## src/rtl/mem_seq_ctrl.sv

```systemverilog
// Sequences single-word, byte-lane and pointer-indirect memory accesses behind a valid/ready request port.
// Define MEM_SEQ_TIMEOUT_EN to abort MEM1/MEM2 waits after TIMEOUT_CYC cycles without mem_resp.
module mem_seq_ctrl #(
  parameter int DATA_W      = 16,
  parameter int ADDR_W      = 16,
  parameter int TIMEOUT_CYC = 255
) (
  input  logic                          clk,
  input  logic                          rst_n,
  input  logic                          req_valid,
  output logic                          req_ready,
  input  logic [2:0]                    req_op,
  input  logic [ADDR_W-1:0]             req_addr,
  input  logic [DATA_W-1:0]             req_wdata,
  input  logic [$clog2(DATA_W/8)-1:0]   req_lane,
  output logic                          rsp_valid,
  output logic [DATA_W-1:0]             rsp_rdata,
  output logic                          rsp_err,
  output logic [ADDR_W-1:0]             mem_address,
  output logic [DATA_W-1:0]             mem_wdata,
  output logic                          mem_read,
  output logic                          mem_write,
  output logic [DATA_W/8-1:0]           mem_byte_enable,
  input  logic [DATA_W-1:0]             mem_rdata,
  input  logic                          mem_resp
);

  localparam int NB     = DATA_W / 8;
  localparam int LANE_W = $clog2(NB);

  localparam logic [2:0] OP_READ       = 3'd0;
  localparam logic [2:0] OP_WRITE      = 3'd1;
  localparam logic [2:0] OP_READ_BYTE  = 3'd2;
  localparam logic [2:0] OP_WRITE_BYTE = 3'd3;
  localparam logic [2:0] OP_READ_IND   = 3'd4;
  localparam logic [2:0] OP_WRITE_IND  = 3'd5;

  typedef enum logic [2:0] {S_IDLE, S_MEM1, S_PTR, S_MEM2, S_RESP} state_t;

  state_t              state;
  logic [2:0]          op_q;
  logic [ADDR_W-1:0]   addr_q;
  logic [ADDR_W-1:0]   ptr_q;
  logic [DATA_W-1:0]   wdata_q;
  logic [LANE_W-1:0]   lane_q;
  logic [DATA_W-1:0]   rdata_q;
  logic                err_q;

  logic                is_ind;
  logic                first_is_read;
  logic                first_is_write;
  logic [7:0]          lane_byte;
  logic [DATA_W-1:0]   load_data;

  assign is_ind         = (op_q == OP_READ_IND) || (op_q == OP_WRITE_IND);
  assign first_is_read  = (op_q == OP_READ) || (op_q == OP_READ_BYTE) || is_ind;
  assign first_is_write = (op_q == OP_WRITE) || (op_q == OP_WRITE_BYTE);
  assign lane_byte      = mem_rdata[{lane_q, 3'b000} +: 8];
  assign load_data      = (op_q == OP_READ_BYTE) ? {{(DATA_W-8){1'b0}}, lane_byte} : mem_rdata;

`ifdef MEM_SEQ_TIMEOUT_EN
  localparam int CNT_W = $clog2(TIMEOUT_CYC + 1);
  logic [CNT_W-1:0] wait_cnt;
  logic             timeout_hit;
  assign timeout_hit = (wait_cnt == CNT_W'(TIMEOUT_CYC - 1));
`endif

  always_ff @(posedge clk or negedge rst_n) begin
    if (!rst_n) begin
      state   <= S_IDLE;
      op_q    <= '0;
      addr_q  <= '0;
      ptr_q   <= '0;
      wdata_q <= '0;
      lane_q  <= '0;
      rdata_q <= '0;
      err_q   <= 1'b0;
`ifdef MEM_SEQ_TIMEOUT_EN
      wait_cnt <= '0;
`endif
    end else begin
`ifdef MEM_SEQ_TIMEOUT_EN
      // Cleared everywhere except while waiting, so every MEM state entry starts from zero.
      wait_cnt <= '0;
`endif
      case (state)
        S_IDLE: begin
          if (req_valid) begin
            op_q    <= req_op;
            addr_q  <= req_addr;
            wdata_q <= req_wdata;
            lane_q  <= req_lane;
            rdata_q <= '0;
            if (req_op <= OP_WRITE_IND) begin
              err_q <= 1'b0;
              state <= S_MEM1;
            end else begin
              err_q <= 1'b1;
              state <= S_RESP;
            end
          end
        end
        S_MEM1, S_MEM2: begin
          if (mem_resp) begin
            if (state == S_MEM1 && is_ind) begin
              ptr_q <= mem_rdata[ADDR_W-1:0];
              state <= S_PTR;
            end else begin
              rdata_q <= (state == S_MEM1) ? load_data : mem_rdata;
              state   <= S_RESP;
            end
          end
`ifdef MEM_SEQ_TIMEOUT_EN
          else if (timeout_hit) begin
            err_q <= 1'b1;
            state <= S_RESP;
          end else begin
            wait_cnt <= wait_cnt + 1'b1;
          end
`endif
        end
        S_PTR: begin
          addr_q <= ptr_q;
          state  <= S_MEM2;
        end
        S_RESP:  state <= S_IDLE;
        default: state <= S_IDLE;
      endcase
    end
  end

  assign req_ready   = (state == S_IDLE);
  assign rsp_valid   = (state == S_RESP);
  assign rsp_err     = (state == S_RESP) && err_q;
  assign rsp_rdata   = rdata_q;
  assign mem_address = addr_q;
  assign mem_read    = ((state == S_MEM1) && first_is_read) ||
                       ((state == S_MEM2) && (op_q == OP_READ_IND));
  assign mem_write   = ((state == S_MEM1) && first_is_write) ||
                       ((state == S_MEM2) && (op_q == OP_WRITE_IND));
  assign mem_wdata   = (op_q == OP_WRITE_BYTE) ? {NB{wdata_q[7:0]}} : wdata_q;
  assign mem_byte_enable = ((state == S_MEM1) && (op_q == OP_WRITE_BYTE)) ?
                           ({{(NB-1){1'b0}}, 1'b1} << lane_q) : {NB{1'b1}};

endmodule

```

## config.mk

```make
export PLATFORM = sky130hd
export DESIGN_NAME = mem_seq_ctrl
export DESIGN_NICKNAME = d
export VERILOG_FILES = /design/src/rtl/mem_seq_ctrl.sv
export SDC_FILE = /design/constraint.sdc
export NUM_CORES = 1
export LEC_CHECK = 0
export CORE_ASPECT_RATIO = 1.75
export CORE_MARGIN = 10
export CORE_UTILIZATION = 63
export DETAILED_ROUTE_END_ITERATION = 16
export DONT_BUFFER_PORTS = 1
export GPL_TIMING_DRIVEN = 0
export PLACE_DENSITY = 0.76
export SLEW_MARGIN = 20
export SYNTH_ARGS = -nofsm -noshare
export SYNTH_HDL_FRONTEND = slang
export SYNTH_SLANG_ARGS = --single-unit
```

## constraint.sdc

```tcl
create_clock -name clk -period 2.43 [get_ports clk]
set_input_delay 0.729 -clock clk [delete_from_list [all_inputs] [get_ports clk]]
set_output_delay 0.729 -clock clk [all_outputs]
set_load 0.03 [all_outputs]
```

## Word-level counts from Yosys, hierarchy flattened

Index checks and enable logic that the tools add are counted.

| word-level totals | value |
|---|---|
| bits in registers | 72 |
| output and inout port bits | 55 |
| logic and storage cells | 62 |

| operators by class | value |
|---|---|
| $lt $le $gt $ge | 1 |
| eq/ne operators | 12 |
| shifts and indexed selects | 2 |
| mux-type cells | 16 |
| reduce and logical (&&, ||, !) cells | 23 |

Operators with widths:

| operator | number |
|---|---|
| $mux W16 | 7 |
| $pmux W16 S2 | 2 |
| $shiftx A16 B5 Y8 | 1 |
| $eq A3 B2 Y1 const B | 4 |
| $mux W3 | 4 |
| $eq A3 B3 Y1 const B | 3 |
| $pmux W3 S3 | 1 |
| $logic_and A1 B1 Y1 | 7 |
| $eq A3 B1 Y1 const B | 2 |
| $logic_not A3 Y1 | 2 |
| $logic_or A1 B1 Y1 | 6 |
| $ne A2 B2 Y1 const B | 3 |
| $reduce_and A2 Y1 | 3 |
| $reduce_and A4 Y1 | 1 |
| $reduce_bool A2 Y1 | 2 |
| $le A3 B3 Y1 const B | 1 |
| $reduce_and A3 Y1 | 1 |
| $mux W2 | 1 |
| $reduce_or A2 Y1 | 1 |
| $shl A1 B1 Y2 const A | 1 |
| $mux W1 | 1 |

## Longest topological paths before layout

Gate-level depths: netlist (run 1).

| depth | value |
|---|---|
| word-level depth | 6 |
| gate-level depth with buffers | 6 |
| mapped depth without buffers | 3 |

## Worst setup path before layout (run 1)

Ideal clock, no wire load.

| timing | value |
|---|---|
| path type | reg2out |
| start | register state[1] |
| end | output mem_write |
| arrival | 1,480 ps |
| setup slack | 221 ps |
| cell stages (with the launch flop) | 5 |
| path through | dfrtp_1 > buf_4 > nor2_1 > a21oi_1 > nor3b_1 |

| between the ends | value |
|---|---|
| word-level cells in the longest chain between the ends | 3 |
| elaborated cells on any way between the ends | 5 |
| classes of those cells | 2 x eq/ne; 3 x reduce/logical |

RTL lines:

| element | RTL line | RTL |
|---|---|---|
| start: declaration | 40 | `state_t state;` |
| start signal: assignment | 70 | `state <= S_IDLE;` |
| start signal: assignment | 96 | `state <= S_MEM1;` |
| start signal: assignment | 99 | `state <= S_RESP;` |
| $eq A3 B1 Y1 or $eq A3 B2 Y1 (tied branches) | 139, 140 |  |
| $logic_and A1 B1 Y1 (on tied branches) | 139, 140 |  |
| $logic_or A1 B1 Y1 (*) | 139 | `assign mem_write = ((state == S_MEM1) && first_is_write) \|\|` |
| end: declaration | 22 | `output logic mem_write,` |

Every way passes the cells marked *; elsewhere a longest branch is shown, timed or not.

## Worst setup path in the final report (run 1)

| timing | value |
|---|---|
| start | register op_q[1] |
| end | output mem_read |

| between the ends | value |
|---|---|
| word-level cells in the longest chain between the ends | 5 |
| elaborated cells on any way between the ends | 10 |
| classes of those cells | 3 x eq/ne; 7 x reduce/logical |

RTL lines:

| element | RTL line | RTL |
|---|---|---|
| start: declaration | 41 | `logic [2:0] op_q;` |
| start signal: assignment | 89 | `op_q <= req_op;` |
| $eq A3 B2 Y1 (tied with other cells) | 56 | `assign first_is_read = (op_q == OP_READ) \|\| (op_q == OP_READ_BYTE) \|\| is_ind;` |
| $logic_or A1 B1 Y1 (on tied branches) | 56, 55 |  |
| $logic_or A1 B1 Y1 | 56 |  |
| $logic_and A1 B1 Y1 | 137 | `assign mem_read = ((state == S_MEM1) && first_is_read) \|\|` |
| $logic_or A1 B1 Y1 (*) | 137 |  |
| end: declaration | 21 | `output logic mem_read,` |

Marked as above.

==> results of run 1 <==
## path summary, 6_finish.rpt
| check | start | end | cells past startpoint |
|---|---|---|---|
| min in group clk | wdata_q[15] | wdata_q[15] | 2 |
| max in group asynchronous | rst_n | wdata_q[13] | 0 |
| worst max register to register | state[2] | rsp_rdata[2] | 5 |
| worst min register to register | wdata_q[15] | wdata_q[15] | 2 |
| worst min-delay path | rst_n | mem_address[10] | 0 |
| worst max-delay path | op_q[1] | mem_read | 3 |
## metal layers
| metal | up-vias | wire [um] |
|---|---|---|
| met2 | 93 | 4220 |
| met1 | 1076 | 2740 |
| met5 | - | 0 |
| met4 | 0 | 124 |
| li1 | 1066 | - |
| met3 | 11 | 850 |
## flip-flops by register name, summed over array words and instances (netlist names)
| name | flops |
|---|---|
| mem_address | 16 |
| rsp_rdata | 16 |
| wdata_q | 16 |
| lane_q | 1 |
| err_q | 1 |
| op_q | 3 |
| ptr_q | 16 |
| state | 3 |
## cells in the final DEF (no fill, tap or decap), drive strengths merged, types with 2 or more instances in the layout
cell    synthesis  routed
or2             2       2
nand4           2       2
nand2b          2       2
clkinv          0       4
and2            2       2
inv            10      11
a21o           17      17
or3b            2       2
a22o           16      16
mux2           24      24
clkbuf          2      11
nor2            6       6
dfrtp          72      72
a21oi           4       4
o22ai           8       8
buf            23      24
nand2          78      78
a211oi          8       8
a221o           8       8
nor3b           2       2
## cell usage after synthesis (4+ instances only)
library cell / n / area, um2
a211oi_1: 8 / 60.1
a21o_1: 17 / 128
a21oi_1: 4 / 20.0
a221o_1: 8 / 80.1
a22o_1: 16 / 140
buf_2: 11 / 55.1
buf_4: 11 / 82.6
dfrtp_1: 72 / 1800
inv_1: 10 / 37.5
mux2_2: 23 / 259
nand2_1: 78 / 293
nor2_1: 5 / 18.8
o22ai_1: 8 / 50.1
## worst max-delay path, stage by stage, from the launching register on
cell and delay, ns:
dfrtp_1 0.43, or3b_1 0.41, buf_4 0.20, a21oi_4 0.28
## area by class of cell
class | count | area (um2)
multi-input cells | 194 | 1330
well taps | 54 | 67.6
clock inverters | 7 | 70.1
inverters | 10 | 37.5
fillers | 370 | 1430
clock buffers | 9 | 124
plain buffers | 25 | 159
repair buffers | 1 | 7.51
flip-flops and latches | 72 | 1800
## cell families (layout without fill, tap and decap cells)
logic type      Yosys count  count (layout)  synth area share
mux                      24              24            0.0819
flops                    72              72             0.546
compound gates           65              65             0.158
simple gates            105             105             0.156
buf+inv                  35              52            0.0588
## power groups by stage
stage	combinational, uW	sequential [uW]	clock, uW
after floorplan	1920	2490	0
after global placement	2190	2610	0
after detailed placement	2240	2630	0
after CTS	2300	2610	942
after global routing	2520	2680	990
final	2280	2600	919
## repair_timing
| item | in CTS | in global routing |
|---|---|---|
| endpoints found under the setup margin | 12 | 2 |
| resized for setup | 3 | 3 |
| setup buffers | 1 | 0 |
| pin swaps | 0 | 1 |
## stage by stage
stage / std cells / utilization / hold slack (ns)
after floorplan: 301 / - / 0.433
after global placement: 355 / 0.671 / 0.436
after detailed placement: 355 / 0.671 / 0.436
after CTS: 372 / 0.714 / 0.0551
after global routing: 372 / 0.716 / 0.0491
final: 372 / 0.716 / 0.0705
==> impl_metrics.py, run 1 <==
metrics = {
    "sta": {
        "finalHoldViolations": 0,
        "max_freq_ghz": 0.420,
        "final.min_clock_period_ns": 2.38,
        "worst_pin_slew_ns": 0.673,
        "setup_ws_ns": 0.0465,
        "finalSetupTns_ns": 0,
        "skew_ns": 0.0124,
        "slew-limit-headroom": 0.549,
        "final_max_slew_viol_count": 0,
        "min_period_over_period": 0.981,
        "setup_viol": 0,
    },
    "placed_design": {
        "placed_cell_area_mm2": 0.00337,
        "numPortBuffers": 0,
        "pre_cts_slack_ns": 0.106,
        "place.gp.congestion": 0.760,
        "dp_hpwl_mm": 6.13,
    },
    "routing": {
        "first_pass_iters": 5,
        "wl_per_cell_um": 21.3,
        "via_per_inst": 6.04,
        "drt-initial-drc-count": 125,
        "drc_errors": 0,
        "vias": 2246,
        "wl_mm": 7.93,
        "ant_nets": 0,
    },
    "floorplan": {
        "ios": 111,
        "die_area_mm2": 0.00865,
        "row_count": 34,
        "core-area_mm2": 0.00502,
        "fp.dieH_um": 116,
        "fp.dieW_um": 74.7,
        "start_util": 0.658,
    },
    "synthesis": {
        "synth_edf_count": 0,
        "syn_area_per_cell_um2": 11.0,
        "synth_area_mm2": 0.00330,
        "yosys_warnings": 0,
        "syn_nets": 357,
        "synth-seq-area-share": 0.546,
        "netlist_instances": 301,
        "ys_ff_latch": 72,
        "synth_ff_type": "dfrtp_1",
        "async_flop_share": 1.00,
        "netlist-cell-type-count": 38,
    },
    "cells_and_area": {
        "drive_above_1_share": 0.233,
        "fin_area_mm2": 0.00359,
        "layout-area-overhead-vs-synth_pct": 8.91,
        "finalNetCount": 369,
        "antennaDiodeCount": 0,
    },
    "clock_tree": {
        "clk_pin_slew_ns": 0.08,
        "htree_levels": 3,
        "clk_path_buf_depth": 2,
        "root_buffer": "clkbuf_8",
        "hold_buffers": 0,
        "cts_inserted_buffers": 9,
        "cts_tree": "yes",
        "cts.sinks": 72,
        "clk_latency_ns": 0.35,
    },
    "global_route": {
        "met1_usage": 0.189,
        "overflow": 0,
        "grt_antenna_before_repair": 0,
        "top_usage_layer": "met2",
        "use_met3": 0.0753,
        "track_usage": 0.190,
        "grt_pass1_vias": 2421,
        "grt_util_met2": 0.337,
        "grt_max_degree": 73,
        "grt_pass1_wl_mm": 12.5,
    },
    "pwr": {
        "swShare": 0.457,
        "combPwrFrac": 0.393,
        "powerDensity_mw_per_mm2": 1610,
        "clkPwrFrac": 0.159,
        "leakagePower_uw": 0.00180,
        "p_int_uw": 3140,
        "power_uw": 5800,
        "pwr-share-seq": 0.448,
        "power.switching_uw": 2650,
        "ir_worst_vdd_uv": 859,
    },
    "critical_path": {
        "worstSetupPathType": "flop to primary output",
        "critPathRequiredTime_ns": 1.70,
        "crit_path_end_kind": "primary output",
        "r2r_slack_ns": 0.44,
        "path_max_fanout": 10,
        "crit_arrival_ns": 1.65,
        "crit_path_start_kind": "flop",
    },
    "outcome": {
        "status": "complete, no violations",
    },
    "worst_hold_path": {
        "holdCritPathClass": "input pin to async pin",
    },
    "run": {
        "drv_cap": 0,
    },
}
(Power assumes the default switching activity.)
==> run 2: changes to the inputs <==
--- a/config.mk
+++ b/config.mk
@@ -11,7 +11,7 @@
 export DETAILED_ROUTE_END_ITERATION = 16
 export DONT_BUFFER_PORTS = 1
 export GPL_TIMING_DRIVEN = 0
-export PLACE_DENSITY = 0.76
+export PLACE_DENSITY_LB_ADDON = 0.05
 export SLEW_MARGIN = 20
 export SYNTH_ARGS = -nofsm -noshare
 export SYNTH_HDL_FRONTEND = slang
==> run 2 against run 1 <==
Effect of this change: fmax grew 0.17%; largest cell class unchanged; setup slack gained 0.0041 ns; sequential power is essentially flat; cell count grew 0.27%; register-to-register slack gained 0.04 ns; global-route usage shrank 0.54 points; via count grew 0.67%.
==> impl_metrics.py, run 2 (synthesized netlist as in run 1, its figures left out) <==
metrics = {
    "sta": {
        "fin_hold_ws_ns": 0.0652,
        "worst_pin_slew_ns": 0.667,
        "slew-limit-headroom": 0.554,
        "setup_viol": 0,
        "finalHoldViolations": 0,
        "max_freq_ghz": 0.420,
        "finalSetupTns_ns": 0,
        "min_period_over_period": 0.979,
        "setup_ws_ns": 0.0506,
        "final_max_slew_viol_count": 0,
        "final.min_clock_period_ns": 2.38,
        "skew_ns": 0.0109,
        "rsz0062_at_grt": "false",
    },
    "critical_path": {
        "r2r_slack_ns": 0.48,
        "path_max_fanout": 10,
        "crit_end": "mem_read",
        "r2r_cells": 5,
        "crit_path_cell_trace": "or3b_1 -> buf_4 -> a21oi_4",
        "crit_path_start_kind": "flop",
        "critPathRequiredTime_ns": 1.70,
        "max_stage_delay_ns": 0.43,
        "crit_path_end_kind": "primary output",
        "crit_arrival_ns": 1.65,
        "critPathTopFamily": "flip-flops",
        "path_buf_inv": 1,
        "worstSetupPathType": "flop to primary output",
        "reg2reg_from": "state[2]",
        "critPathLaunch": "op_q[1]",
        "critPathSlowestCell": "dfrtp_1",
        "cp_num_cells": 3,
        "rr_endpoint": "rsp_rdata[2]",
    },
    "routing": {
        "drt-initial-drc-count": 135,
        "first_pass_iters": 5,
        "drc_errors": 0,
        "via_per_inst": 6.06,
        "wl_mm": 7.92,
        "wl_per_cell_um": 21.2,
        "ant_nets": 0,
        "vias": 2261,
    },
    "floorplan": {
        "fp.dieH_um": 116,
        "row_count": 34,
        "fp.dieW_um": 74.7,
        "core-area_mm2": 0.00502,
        "ios": 111,
        "start_util": 0.658,
        "die_area_mm2": 0.00865,
    },
    "placed_design": {
        "placed_cell_area_mm2": 0.00337,
        "pre_cts_slack_ns": 0.107,
        "dp_hpwl_mm": 6.14,
        "numPortBuffers": 0,
        "place.gp.congestion": 0.759,
    },
    "pwr": {
        "combPwrFrac": 0.385,
        "power.switching_uw": 2670,
        "clkPwrFrac": 0.178,
        "leakagePower_uw": 0.00181,
        "swShare": 0.450,
        "powerDensity_mw_per_mm2": 1630,
        "ir_worst_vdd_uv": 869,
        "pwr-share-seq": 0.437,
        "p_int_uw": 3270,
    },
    "global_route": {
        "track_usage": 0.185,
        "grt_pass1_vias": 2343,
        "grt_antenna_before_repair": 0,
        "overflow": 0,
        "grt_max_degree": 73,
        "grt_pass1_wl_mm": 12.0,
    },
    "cells_and_area": {
        "finalNetCount": 370,
        "final_cell_mix": "nand2_1, dfrtp_1, mux2_2",
        "final_common_cell": "nand2_1",
        "layout-area-overhead-vs-synth_pct": 10.2,
        "antennaDiodeCount": 0,
        "fin_area_mm2": 0.00364,
        "drive_above_1_share": 0.241,
        "final_util": 0.725,
    },
    "clock_tree": {
        "cts_tree": "yes",
        "clk_latency_ns": 0.35,
        "htree_levels": 3,
        "cts.sinks": 72,
        "root_buffer": "clkbuf_8",
        "clk_pin_slew_ns": 0.08,
        "cts_inserted_buffers": 9,
        "clk_path_buf_depth": 2,
    },
    "outcome": {
        "status": "complete, no violations",
    },
    "run": {
        "drv_cap": 0,
    },
    "worst_hold_path": {
        "holdCritPathClass": "input pin to async pin",
    },
}
==> run 2: worst min-delay path by stage <==
stage	endpoint	depth (start not counted)	slack, ns	from
floorplan	err_q	0	0.43	rst_n
CTS	mem_address[12]	0	0.06	rst_n
finish	ptr_q[4]	0	0.07	rst_n
global route	mem_address[0]	0	0.04	rst_n
global placement	mem_address[4]	0	0.44	rst_n
detailed placement	mem_address[0]	0	0.44	rst_n
==> run 2: repair_timing <==
| item | in CTS | in global routing |
|---|---|---|
| gates resized for setup | 3 | 5 |
| setup buffers | 2 | 0 |
| hold buffers | 0 | 0 |
| setup endpoints to repair | 12 | 3 |
| pin swaps | 0 | 1 |
==> run 2: power by group through the flow <==
stage	clock network (uW)	logic, uW	registers (uW)
after floorplan	0	1920	2490
after global placement	0	2190	2610
after detailed placement	0	2240	2630
after CTS	1070	2300	2610
after global routing	1140	2510	2670
final	1060	2290	2600
==> run 2: stage by stage <==
| stage | total power, uW | instances |
|---|---|---|
| after floorplan | 4410 | 301 |
| after global placement | 4800 | 355 |
| after detailed placement | 4880 | 355 |
| after CTS | 5980 | 373 |
| after global routing | 6320 | 373 |
| final | 5940 | 373 |
==> run 2: cell type report <==
type	count	area (um2)
plain buffers	25	159
clock buffers	9	124
clock inverters	7	103
fillers	389	1380
inverters	10	37.5
multi-input cells	194	1330
flip-flops and latches	72	1800
well taps	54	67.6
repair buffers	2	15.0
==> run 2: per-layer routing <==
metal / track usage / wire length, um / share of wire / up-vias
met3: 0.101 / 880 / 0.11 / 13
met2: 0.321 / 4200 / 0.53 / 85
li1: - / - / - / 1063
met4: 0.0736 / 165 / 0.021 / 0
met5: 0 / 0 / 0 / -
met1: 0.175 / 2670 / 0.34 / 1100
